$ cat src/rtl/sat_counter.sv
// Saturating up-counter with synchronous clear.
// Ports:
//   clk_i   clock, posedge
//   rst_ni  asynchronous active-low reset
//   inc_i   count up by one unless already at all-ones
//   clr_i   synchronous clear, wins over inc_i
//   q_o     current count
module sat_counter #(
  parameter int unsigned W = 8
) (
  input  logic         clk_i,
  input  logic         rst_ni,
  input  logic         inc_i,
  input  logic         clr_i,
  output logic [W-1:0] q_o
);

  localparam logic [W-1:0] Max = '1;

  logic [W-1:0] q_q, q_d;

  always_comb begin
    q_d = q_q;
    if (clr_i) begin
      q_d = '0;
    end else if (inc_i && (q_q != Max)) begin
      q_d = q_q + W'(1);
    end
  end

  always_ff @(posedge clk_i or negedge rst_ni) begin
    if (!rst_ni) begin
      q_q <= '0;
    end else begin
      q_q <= q_d;
    end
  end

  assign q_o = q_q;

endmodule

$ cat config.mk
export PLATFORM = sky130hd
export DESIGN_NAME = sat_counter
export DESIGN_NICKNAME = d
export VERILOG_FILES = /design/src/rtl/sat_counter.sv
export SDC_FILE = /design/constraint.sdc
export NUM_CORES = 1
export LEC_CHECK = 0
export CORE_AREA = 2 2 39 41
export DETAILED_ROUTE_END_ITERATION = 8
export DIE_AREA = 0 0 41 43
export DONT_BUFFER_PORTS = 1
export PLACE_DENSITY = 0.55
export SKIP_LAST_GASP = 1
export SYNTH_ARGS = -nofsm -noshare
export SYNTH_HDL_FRONTEND = slang
export SYNTH_SLANG_ARGS = --single-unit
$ cat constraint.sdc
create_clock -name clk_i -period 5 [get_ports clk_i]
set_clock_uncertainty 0.15 [all_clocks]
set_input_delay 1 -clock clk_i [delete_from_list [all_inputs] [get_ports clk_i]]
set_output_delay 1 -clock clk_i [all_outputs]
set_load 0.01 [all_outputs]
==> flow_summary.ini, run 1 <==
[run_status]
status = finished clean

[routing]
viasPerCell = 5.61
vias = 370
wire_per_inst_um = 14.1
top_layer_used = met3
met1_length_um = 407
first_pass_iters = 4
drt-initial-drc-count = 3
routed-wl-met2_um = 467
routed_wl_um = 930
wl_met3_um = 55
drtAntennaViolNets = 0
drc = 0

[final_layout]
seq_area_um2 = 200
largest_reg_flops = 8
fin_cells = 66
fillers = 145
utilization = 0.360
area_growth_pct = 7.28
layout-drive-gt1-share = 0.140
num_antenna_cells = 0
final_nets = 57
multi_input_area_um2 = 248

[timing]
setup_tns_ns = 0
drv_slew = 0
worstMarginPinSlew_ns = 0.346
finalHoldViolCount = 0
fmax_ghz = 0.523
slew_headroom = 0.763
hold_slack_ns = 0.280
setup-violations-final = 0
rsz0062_at_grt = no
period_share = 0.383
min_period_ns = 1.91

[synth]
synth-async-reset-ratio = 1.00
yosys.area.top_type_share = 0.431
ys_ff_latch = 8
netlist_instances = 49
post-synth-top-count-cell = dfrtp_1
synth_fp_nets = 54
ys_top_cells_by_count = dfrtp_1, nor3_1, a21oi_1, nand2b_1, nor2b_1
seq_area_frac_synth = 0.431
synth_cell_types = 28
syn_area_um2 = 464
avgSynthCellArea_um2 = 9.47
synth_top_area_cell = dfrtp_1
ys_warn_count = 0
synth_enable_flop_cells = 0
synth_area_leaders = dfrtp_1, mux2_2, nor3_1, nand2b_1, nor2b_1
synthFlopType = dfrtp_1

[clock_network]
cts.sinks = 8
holdBufCountCts = 0
post_cts_buffers = 0
clk_pin_slew_ns = 0.06
root_buffer = clkbuf_4
worstSkewPairLatency_ns = 0.26
cts_buffer_depth = 2
cts_buffers = 3
cts_tree = done
cts_resized = 0
cts_max_level = 1

[power]
peakVddDrop_v = 0.000190
switching_share = 0.223
comb_power_share = 0.043
p_switching_w = 0.0000279
leakage_nw = 0.199
p_clk_frac = 0.400
p_per_area_nw_per_um2 = 251
p_int_w = 0.0000971
seq_power_share = 0.557

[floorplan]
die_x_um = 41
die-area_um2 = 1760
die_h_um = 43
rows = 14
coreArea_um2 = 1380
initial_utilization = 0.335
ios = 12

[hold_path]
worstHoldPathType = in -> async

[place]
dp.cells = 63
gp_congestion = 0.750
portBuffers = 0

[critical_path]
start_kind = flip-flop
ff2ff_setup_slack_ns = 3.09
cp.required_ns = 4.98
arrival_ns = 1.89
crit_type = reg -> reg
worst_setup_path_end_kind = flip-flop
crit_fanout = 7

[grt]
grt_pass1_wl_um = 1540
grt_max_degree = 12
antenna_found_initial = 0
grt.overflow.total = 0
grt_use_total = 0.134
grt_pass1_vias = 332

[run]
drv_cap = 0
[worst paths after layout]
path	start	end	cells after the start
worst max-delay path	q_o[0]	q_o[0]	4
worst min-delay path	rst_ni	q_o[7]	0
worst max register to register	q_o[0]	q_o[0]	4
worst min register to register	q_o[7]	q_o[7]	2
max in group asynchronous	rst_ni	q_o[0]	0
min in group clk_i	q_o[7]	q_o[7]	2
[metal layers]
metal | up-vias | track usage
met5 | - | 0
met4 | 0 | 0.0400
met3 | 0 | 0.0942
met2 | 9 | 0.188
met1 | 178 | 0.161
li1 | 183 | -
[power groups by stage]
stage           Clock, W  Sequential, W  Combinational (W)
2_1_floorplan          0      0.0000701         0.00000660
3_3_place_gp           0      0.0000707         0.00000549
3_5_place_dp           0      0.0000707         0.00000542
4_1_cts        0.0000526      0.0000696         0.00000545
5_1_grt        0.0000565      0.0000700         0.00000624
6_report       0.0000500      0.0000696         0.00000537
[cell type report]
class	count	area share
Clock buffer	3	0.0452
Sequential cell	8	0.402
Multi-Input combinational cell	37	0.497
Tap cell	16	0.0402
Inverter	2	0.0151
[stage by stage]
stage | area (um^2) | setup WS (ns) | power (W)
floorplan | 464 | 2.98 | 0.0000767
global placement | 475 | 3.07 | 0.0000761
detailed placement | 475 | 3.03 | 0.0000762
CTS | 498 | 3.09 | 0.000128
global route | 498 | 3.02 | 0.000133
finish | 498 | 3.09 | 0.000125
[cell usage in the layout (no fill, tap or decap), types with 2 or more instances in the layout]
| cell type | instances |
|---|---|
| dfrtp_1 | 8 |
| clkbuf_4 | 3 |
| mux2_2 | 2 |
| a21oi_1 | 3 |
| nand2_1 | 2 |
| nor3_1 | 4 |
| nand2b_1 | 3 |
| nor2b_1 | 3 |
| nor2_1 | 2 |
| inv_1 | 2 |
| nand3_1 | 2 |
[critical path: stages (launching register included)]
cell and delay [ns]:
dfrtp_1 0.45, ha_1 0.32, and4_2 0.29, a21boi_1 0.22
mux2_2 0.36
[cells by family after synthesis]
| logic type | Yosys count | share of synthesized area |
|---|---|---|
| mux | 3 | 0.0701 |
| flops | 8 | 0.431 |
| buf+inv | 4 | 0.0350 |
| fa+ha+maj | 1 | 0.0269 |
| compound gates | 9 | 0.127 |
| simple gates | 24 | 0.310 |
Note: power is estimated with default switching activity, not from simulation.
==> run 2, diff against run 1 <==
PLACE_DENSITY = 0.57   (was 0.55)
clock period = 1.7 ns   (was 5 ns; I/O delays follow)
==> run 2 against run 1 <==
- global-route usage is 0.81 points higher
- largest cell class unchanged
- sequential power grew to 2.8 times the previous value
- highest routed layer is now met4
- non-clock buffer count grew 8
==> flow_summary.ini, run 2 (same netlist as run 1, synthesis figures left out) <==
[critical_path]
cp.required_ns = 1.69
r2r-start = q_o[0]
ff2ff_setup_slack_ns = 0.10
worstSetupStartpoint = q_o[0]
crit_fanout = 5
arrival_ns = 1.59
crit_type = reg -> reg
r2r_cells = 4
r2r_end = q_o[0]
worst_setup_path_end_kind = flip-flop
start_kind = flip-flop

[run_status]
status = finished clean

[routing]
drc = 0
vias = 406
drt-initial-drc-count = 4
drtAntennaViolNets = 0
first_pass_iters = 4
routed_wl_um = 1030
viasPerCell = 5.49
wire_per_inst_um = 13.9

[clock_network]
cts_max_level = 1
cts_buffer_depth = 2
cts_resized = 0
cts_buffers = 3
post_cts_buffers = 0
root_buffer = clkbuf_4
clk_pin_slew_ns = 0.06
cts_tree = done
cts.sinks = 8
worstSkewPairLatency_ns = 0.26

[final_layout]
num_antenna_cells = 0
largest_reg_flops = 8
area_growth_pct = 22.6
utilization = 0.411
layout-drive-gt1-share = 0.259
final_nets = 65
layout_common_cells = dfrtp_1, buf_4, nor3_1
fillers = 139
mostFrequentLayoutCell = dfrtp_1
fin_area_um2 = 569

[grt]
antenna_found_initial = 0
grt_max_degree = 10
grt.overflow.total = 0
grt_use_total = 0.143
grt_pass1_vias = 408
grt_pass1_wl_um = 1680

[floorplan]
initial_utilization = 0.335
ios = 12
die_h_um = 43
coreArea_um2 = 1380
rows = 14
die_x_um = 41
die-area_um2 = 1760

[timing]
setup_tns_ns = 0
setup-violations-final = 0
worstMarginPinSlew_ns = 0.353
rsz0062_at_grt = no
drv_slew = 0
fmax_ghz = 0.626
fin_ws_ns = 0.101
finalHoldViolCount = 0
min_period_ns = 1.60
period_share = 0.940
slew_headroom = 0.758

[place]
place_area_um2 = 527
portBuffers = 0
gp_congestion = 0.708
dp_hpwl_um = 733
dpl_worst_slack_ns = 0.108

[hold_path]
min_to = q_o[1]
min_from = clr_i
worstHoldPathType = in -> reg
whs_path_depth = 2

[run]
drv_cap = 0

[power]
p_per_area_nw_per_um2 = 682
leakage_nw = 0.238
peakVddDrop_v = 0.000296
[run 2: worst max-delay path by stage]
stage	cells after the start	end
floorplan	4	q_o[0]
global placement	4	q_o[0]
detailed placement	4	q_o[0]
CTS	4	q_o[3]
global route	4	q_o[0]
finish	4	q_o[0]
[run 2: final cells by class]
type,instances,area (um^2),share of cell area
multi-input combinational,37,254,0.446
sequential,8,200,0.352
timing repair buffer,8,65.1,0.114
clock buffer,3,22.5,0.0396
tap,16,20.0,0.0352
inverter,2,7.51,0.0132
[run 2: critical path, cell delays in order (launching register included)]
cell,delay (ns)
dfrtp_1,0.38
ha_2,0.18
and4_2,0.25
a21boi_2,0.17
mux2_2,0.35
[run 2: per-layer routing]
| metal | wire length, um | GRT usage |
|---|---|---|
| met5 | 0 | 0 |
| met4 | 9 | 0.100 |
| met1 | 469 | 0.188 |
| met2 | 483 | 0.194 |
| met3 | 64 | 0.0366 |
[run 2: where the power goes]
| group | switching (W) | internal (W) | total (W) |
|---|---|---|---|
| Sequential | 0.00000280 | 0.000195 | 0.000198 |
| Combinational | 0.0000199 | 0.0000195 | 0.0000394 |
| Clock | 0.0000699 | 0.0000812 | 0.000151 |
| Total | 0.0000926 | 0.000296 | 0.000388 |
[run 2: through the flow]
step | power (W) | hold WS, ns | std cells
2_1_floorplan | 0.000227 | -0.106 | 49
3_3_place_gp | 0.000233 | -0.105 | 69
3_5_place_dp | 0.000232 | -0.105 | 69
4_1_cts | 0.000396 | 0.0962 | 74
5_1_grt | 0.000407 | 0.124 | 74
6_report | 0.000388 | 0.104 | 74
[run 2: repair_timing]
action,CTS,global route
hold endpoints to repair,13,0
hold buffers,2,0
setup endpoints to repair,0,0
==> run 3, diff against run 2 <==
SETUP_SLACK_MARGIN = 0.1   (was default)
==> run 3 against run 2 <==
- largest power group unchanged
- highest routed layer unchanged
- combinational power grew 20%
- flip-flop and latch count is the same
- global-route usage grew 1.1 points
- final area grew 10%
- utilization grew 4.2 points
- sequential power is essentially flat
- non-clock buffer count grew 3
- sequential share of layout area shrank 2.5 points
- clock power grew 5%
==> flow_summary.ini, run 3 (same netlist as run 1, synthesis figures left out) <==
[timing]
setup_tns_ns = 0
fmax_ghz = 0.637
rsz0062_at_grt = yes
hold_slack_ns = 0.108
drv_slew = 0
worstMarginPinSlew_ns = 0.410
slew_headroom = 0.726
finalHoldViolCount = 0
period_share = 0.923
min_period_ns = 1.57
setup-violations-final = 0

[routing]
drtAntennaViolNets = 0
drt-initial-drc-count = 8
vias = 451
drc = 0
first_pass_iters = 4
wire_per_inst_um = 15.3
routed_wl_um = 1200
viasPerCell = 5.78

[floorplan]
die_h_um = 43
initial_utilization = 0.335
coreArea_um2 = 1380
die_x_um = 41
die-area_um2 = 1760
rows = 14
ios = 12

[final_layout]
final_nets = 68
layout-drive-gt1-share = 0.339
layout_common_cells = buf_4, nor3_1, dlygate4sd3_1, dfrtp_2, dfrtp_1
mostFrequentLayoutCell = buf_4
area_growth_pct = 35.3
largest_reg_flops = 8
fin_cells = 78
fillers = 146
num_antenna_cells = 0

[critical_path]
crit_path_top_delay_cell = dfrtp_2
crit_type = reg -> reg
slowest_delay_ns = 0.42
cp.required_ns = 1.69
worst_setup_path_end_kind = flip-flop
path_buf_inv = 0
start_kind = flip-flop
crit_fanout = 6
arrival_ns = 1.56
crit_family = flip-flops
path_cells = ha_4 -> and4_4 -> a21boi_4 -> mux2_2
ff2ff_setup_slack_ns = 0.13

[grt]
grt_pass1_wl_um = 1770
grt_use_total = 0.154
grt_max_degree = 10
grt_pass1_vias = 427
antenna_found_initial = 0
grt.overflow.total = 0

[place]
dp_hpwl_um = 758
gp_congestion = 0.678
dp.cells = 68
portBuffers = 0

[clock_network]
cts_tree = done
cts_max_level = 1
clk_pin_slew_ns = 0.06
cts_buffers = 3
cts_buffer_depth = 2
worstSkewPairLatency_ns = 0.25
root_buffer = clkbuf_4
cts.sinks = 8

[hold_path]
worstHoldPathType = in -> reg

[run]
drv_cap = 0

[power]
leakage_nw = 0.252
p_per_area_nw_per_um2 = 649
peakVddDrop_v = 0.000294

[run_status]
status = finished clean
run 3: area by class of cell:
type                            instances  area [um^2]  share of cell area
Tap cell                               16         20.0              0.0319
Sequential cell                         8          205               0.327
Clock buffer                            4         26.3              0.0418
Multi-Input combinational cell         37          277               0.440
Inverter                                2         7.51              0.0120
Timing Repair Buffer                   11         92.6               0.147
run 3: per-layer routing:
metal,global-route usage,vias to the layer above,share of wire
li1,-,209,-
met3,0.0419,2,0.054
met4,0.100,0,0.0084
met1,0.187,229,0.40
met2,0.225,11,0.53
met5,0,-,0
run 3: worst register-to-register path, stage by stage, from the launching register on:
cell	delay, ns
dfrtp_2	0.42
ha_4	0.18
and4_4	0.21
a21boi_4	0.15
mux2_2	0.34
run 3: timing repair:
| action | in CTS | in global routing |
|---|---|---|
| hold endpoints to repair | 11 | 0 |
| resized for setup | 0 | 4 |
| pin swaps | 1 | 2 |
| hold buffers | 4 | 0 |
| buffers inserted | 0 | 2 |
| endpoints found under the setup margin | 1 | 3 |
run 3: power by group:
part / switching (W) / total, W / internal, W / leakage (nW)
Clock: 0.0000687 / 0.000159 / 0.0000901 / 0.0150
Sequential: 0.00000547 / 0.000201 / 0.000196 / 0.104
Combinational: 0.0000207 / 0.0000472 / 0.0000265 / 0.133
Total: 0.0000949 / 0.000407 / 0.000312 / 0.252
run 3: final timing paths:
check / to / cells after the start / startpoint
setup / recovery: q_o[0] / 4 / q_o[0]
hold / removal: q_o[1] / 2 / clr_i
hold reg to reg: q_o[2] / 2 / q_o[2]
setup reg to reg: q_o[0] / 4 / q_o[0]
max in group asynchronous: q_o[3] / 1 / rst_ni
min in group asynchronous: q_o[5] / 1 / rst_ni
run 3: through the flow:
step	utilization	total power [W]	area [um^2]	worst slack [ns]
finish	0.454	0.000407	628	0.130
global route	0.454	0.000434	628	0.0942
CTS	0.433	0.000413	599	0.111
detailed placement	0.385	0.000236	533	0.113
global placement	0.385	0.000235	533	0.130
floorplan	-	0.000231	484	0.106
